===== config.mk =====
export PLATFORM = sky130hd
export DESIGN_NAME = debounce_bank
export DESIGN_NICKNAME = d
export VERILOG_FILES = /design/src/rtl/debounce_bank.sv
export SDC_FILE = /design/constraint.sdc
export NUM_CORES = 1
export LEC_CHECK = 0
export ABC_AREA = 1
export BUFFER_PORTS_ARGS = -buffer_cell sky130_fd_sc_hd__buf_2
export CAP_MARGIN = 40
export CORE_MARGIN = 2
export CORE_UTILIZATION = 56
export DETAILED_ROUTE_END_ITERATION = 7
export MAX_ROUTING_LAYER = met4
export PLACE_DENSITY = 0.87
export SYNTH_ARGS = -nofsm -noshare
export SYNTH_HDL_FRONTEND = slang
export SYNTH_SLANG_ARGS = --single-unit

===== constraint.sdc =====
create_clock -name clk -period 1.6 [get_ports clk]
set_clock_uncertainty 0.05 [all_clocks]
set_input_delay 0.32 -clock clk [delete_from_list [all_inputs] [get_ports clk]]
set_output_delay 0.32 -clock clk [all_outputs]
set_load 0.1 [all_outputs]

===== src/rtl/debounce_bank.sv =====
// debounce_bank: N_CH independent debounce channels. Each channel synchronises
// a raw input, accepts a level change only after SHORT_TICKS stable samples,
// and derives press/release pulses, a release-toggle latch and a long-press
// pulse/latch. Every output comes straight from a flop.
module debounce_bank #(
    parameter int                N_CH        = 6,
    parameter int                CNT_W       = 28,
    parameter int                SHORT_TICKS = 10000,
    parameter int                LONG_TICKS  = 250000000,
    parameter logic [N_CH-1:0]   TOGGLE_MASK = {N_CH{1'b1}},
    parameter logic [N_CH-1:0]   LONG_MASK   = {N_CH{1'b0}}
) (
    input  logic            clk,
    input  logic            reset,
    input  logic            clear,
    input  logic [N_CH-1:0] raw_in,
    output logic [N_CH-1:0] level_out,
    output logic [N_CH-1:0] press_pulse,
    output logic [N_CH-1:0] release_pulse,
    output logic [N_CH-1:0] toggle_out,
    output logic [N_CH-1:0] long_pulse,
    output logic [N_CH-1:0] long_state
);

    localparam logic [CNT_W-1:0] SHORT_LAST = CNT_W'(SHORT_TICKS - 1);
    localparam logic [CNT_W-1:0] LONG_LAST  = CNT_W'(LONG_TICKS - 1);
    localparam logic [CNT_W-1:0] CNT_ONE    = CNT_W'(1);

    for (genvar i = 0; i < N_CH; i++) begin : g_ch
        logic             sync_p0;
        logic             sync_p1;
        logic             lvl;
        logic             fired;
        logic             tog;
        logic             lst;
        logic             press_r;
        logic             release_r;
        logic             long_r;
        logic [CNT_W-1:0] dcnt;
        logic [CNT_W-1:0] hcnt;
        logic             flip;
        logic             long_hit;

        // Event decode on pre-edge state: accepted level change and long-press threshold.
        always_comb begin
            flip     = (sync_p1 != lvl) && (dcnt == SHORT_LAST);
            long_hit = lvl && !fired && (hcnt == LONG_LAST);
        end

        // --- stage p0/p1: two-flop synchroniser for the asynchronous pin
        always_ff @(posedge clk) begin
            if (reset) begin
                sync_p0 <= 1'b0;
                sync_p1 <= 1'b0;
            end else begin
                sync_p0 <= raw_in[i];
                sync_p1 <= sync_p0;
            end
        end

        // --- debounce: any sample matching lvl restarts the stability count
        always_ff @(posedge clk) begin
            if (reset) begin
                lvl       <= 1'b0;
                dcnt      <= '0;
                press_r   <= 1'b0;
                release_r <= 1'b0;
            end else begin
                press_r   <= flip && sync_p1;
                release_r <= flip && !sync_p1;
                if (sync_p1 == lvl) begin
                    dcnt <= '0;
                end else if (flip) begin
                    lvl  <= sync_p1;
                    dcnt <= '0;
                end else begin
                    dcnt <= dcnt + CNT_ONE;
                end
            end
        end

        // Long-press timer: fires once per press, then parks until release.
        always_ff @(posedge clk) begin
            if (reset) begin
                hcnt   <= '0;
                fired  <= 1'b0;
                long_r <= 1'b0;
            end else begin
                long_r <= LONG_MASK[i] && long_hit;
                if (!lvl) begin
                    hcnt  <= '0;
                    fired <= 1'b0;
                end else if (long_hit) begin
                    fired <= 1'b1;
                    hcnt  <= '0;
                end else if (!fired) begin
                    hcnt <= hcnt + CNT_ONE;
                end
            end
        end

        // Toggle and long-state latches; clear wins over a same-edge event.
        always_ff @(posedge clk) begin
            if (reset || clear) begin
                tog <= 1'b0;
                lst <= 1'b0;
            end else begin
                if (TOGGLE_MASK[i] && flip && !sync_p1) begin
                    tog <= ~tog;
                end
                if (LONG_MASK[i] && long_hit) begin
                    lst <= ~lst;
                end
            end
        end

        assign level_out[i]     = lvl;
        assign press_pulse[i]   = press_r;
        assign release_pulse[i] = release_r;
        assign toggle_out[i]    = tog;
        assign long_pulse[i]    = long_r;
        assign long_state[i]    = lst;
    end

endmodule


==> impl_metrics.yaml <==
outcome:
  status: "finished, violations left"
  violations: "hold timing, setup timing"
clocking:
  clk_path_buf_depth: 3
  clock-root-buffer: "clkbuf_16"
  htree_levels: 1
  numCtsBuffers: 23
  cts_tree: "yes"
  cts.reportedPaths.clkPinSlew_ns: 0.06
  clock_sinks: 204
  clk_latency_ns: 0.51
setup_path:
  path_cells: "nand2_1, nor2_1, nand2_4, nor2_4, nand2_1, nor2_1, nand2_1, nand2_1, nor2_1"
  reg2regPathDepth: 9
  crit_slowest_cell: "dfxtp_1"
  rr_startpoint: "g_ch[5].dcnt[7]"
  critPathArrivalTime_ns: 1.95
  r2r_end: "g_ch[5].dcnt[18]"
  cpPeakStageDelay_ns: 0.41
  startpoint_type: "register"
  worst-r2r-setup-slack_ns: -0.002
  cp.required_ns: 1.95
  critPathMaxFanout: 4
  timing.critical_path.mode_cell: "nand2_1"
  crit_path_start: "g_ch[5].dcnt[7]"
  end_kind: "register"
  critPathKind: "reg2reg"
final_layout:
  nNetsFinal: 1808
  postLayoutCellArea_mm2: 0.0129
  antenna_cells: 0
  drive_above_1_share_pct: 14.7
  final_cell_mix: "nand2_1 (515), nor2_1 (333), inv_1 (199), dfxtp_1 (189), a21oi_1 (84)"
  num-fill-cells: 1511
  layout_commonest_cell: "nand2_1"
  instances_no_fill: 2069
  finish.utilization_pct: 68.2
  syn_to_final_growth_pct: 18.6
power_and_ir_drop:
  p_clk_share_pct: 49.8
  swShare_pct: 22.3
  peakVddDrop_mv: 0.692
  pwr-share-comb_pct: 3.0
  sequentialPowerShare_pct: 47.3
  net-switching-power_uw: 2410
  powerDensity_mw_per_mm2: 839
  p_int_uw: 8390
  p_leak_uw: 0.00432
synthesis:
  ys_seq_area_share_pct: 37.6
  synth_seq_cells: 204
  syn-mean-instance-area_um2: 6.38
  syn_area_mm2: 0.0109
  yosysWarnings: 0
  synth_cell_types: 33
  ys.flop_type: "dfxtp_1"
  async_flop_share_pct: 0
  synth_edf_count: 0
  synth_cells: 1703
placed_design:
  place_area_mm2: 0.0113
  hpwl_um: 18300
  port_buffers: 32
  dp.cells: 2004
  gp_congestion: 0.958
timing:
  rsz0062_at_grt: "yes"
  slew_violations: 0
  hold_violations: 1
  timing.final.crit_share_pct: 100
  finalWorstSetupSlack_ns: -0.00227
  period_minus_slack_ns: 1.60
  setup_viol: 1
  fmax_mhz: 624
  final.setup.tns_ns: -0.00227
  whs_ns: -0.00261
routing:
  viasPerCell: 5.26
  vias: 10900
  wl_per_cell_um: 13.5
  drt-total-wl_um: 27900
  drtIter0Drc: 908
  drc: 0
  ant_nets: 0
  firstDrtPassIters: 5
floorplan:
  rows: 50
  design.core.area_mm2: 0.0189
  die_w_um: 143
  start_util_pct: 57.5
  io_pins: 45
  die_y_um: 143
  dieArea_mm2: 0.0205
worst_hold_path:
  hold_path.class: "in2reg"
  min_to: "g_ch[2].sync_p0"
  hp-start: "raw_in[2]"
  hold_depth: 3
grt:
  use_met3_pct: 3.39
  grt.busiest_layer: "met2"
  grt_max_degree: 29
  met1_usage_pct: 32.4
  grt_usage_pct: 25.9
  grt_overflow_total: 0
  grt_first_pass_wirelength_um: 43100
  antenna_found_initial: 0
  grt_pass1_vias: 9847
  grt_use_met2_pct: 43.3
job:
  drv_cap: 0
[layer usage]
metal,vias up,part of all wire (%)
li1,5408,-
met5,-,0
met3,91,7.2
met2,455,48
met4,0,3.0
met1,4920,42
[how the worst max path moves through the flow]
stage,to,slack (ns)
after floorplan,g_ch[0].dcnt[0],0.02
after global placement,g_ch[3].dcnt[20],0.03
after detailed placement,g_ch[3].dcnt[27],-0.04
after CTS,g_ch[5].tog,-0.008
after global routing,g_ch[3].dcnt[17],-0.07
final,g_ch[5].dcnt[18],-0.002
[critical path: cells and delay by family (launching register included)]
kind | cells | cell delay (ns)
simple gates | 9 | 1.04
flops | 1 | 0.41
[stage by stage]
| step | setup slack [ns] | power, µW |
|---|---|---|
| finish | -0.00227 | 10800 |
| CTS | -0.00785 | 10800 |
| detailed placement | -0.0376 | 5480 |
| global route | -0.0659 | 11100 |
| floorplan | 0.0171 | 5450 |
| global placement | 0.0265 | 5470 |
[power groups by stage]
stage | registers (µW) | logic [µW] | clock network [µW]
after floorplan | 5220 | 235 | 0
after global placement | 5220 | 254 | 0
after detailed placement | 5220 | 257 | 0
after CTS | 5110 | 284 | 5440
after global routing | 5110 | 337 | 5630
final | 5110 | 320 | 5380
[repair_timing]
item | 4_1_cts | 5_1_grt
cloned | 5 | 10
setup buffers | 0 | 5
hold buffers | 4 | 0
setup endpoints to repair | 150 | 186
endpoints found under the hold margin | 4 | 0
resized for setup | 37 | 120
pin swaps | 2 | 18
[cell families after synthesis]
| group | count (synthesis) | synth area share [%] |
|---|---|---|
| xor gates and xnor gates | 58 | 4.68 |
| and+or+nand+nor | 1069 | 41.1 |
| buffers and inverters | 257 | 11.0 |
| AOI/OAI and AO/OA | 108 | 4.98 |
| other | 1 | 0.0345 |
| adders and majority gates | 6 | 0.691 |
| DFF | 204 | 37.6 |
[cell usage after synthesis (18+ instances only)]
cell     instances  area, µm²
nand2_1        530       1990
nor2_1         363       1360
inv_1          205        769
dfxtp_1        204       4080
nand3_1         86        430
a21oi_1         85        425
xor2_1          40        350
buf_4           36        270
o21ai_0         21        105
nand4_1         20        125
nor3_1          19       95.1
xnor2_1         18        158
[final cells by class]
type	count	area [µm²]	area share [%]
multi-input combinational	1268	6210	48.2
sequential	204	4100	31.9
inverter	206	773	6.00
timing repair buffer	90	696	5.40
clock buffer	28	614	4.77
tap	260	325	2.53
clock inverter	13	160	1.24
[flip-flops by register name, summed over array words and instances (netlist names)]
signal          flops
g_ch.dcnt         168
g_ch.press_r        6
g_ch.lvl            6
g_ch.sync_p0        6
g_ch.release_r      6
g_ch.sync_p1        6
g_ch.tog            6
Power figures use the tool's default switching activity.
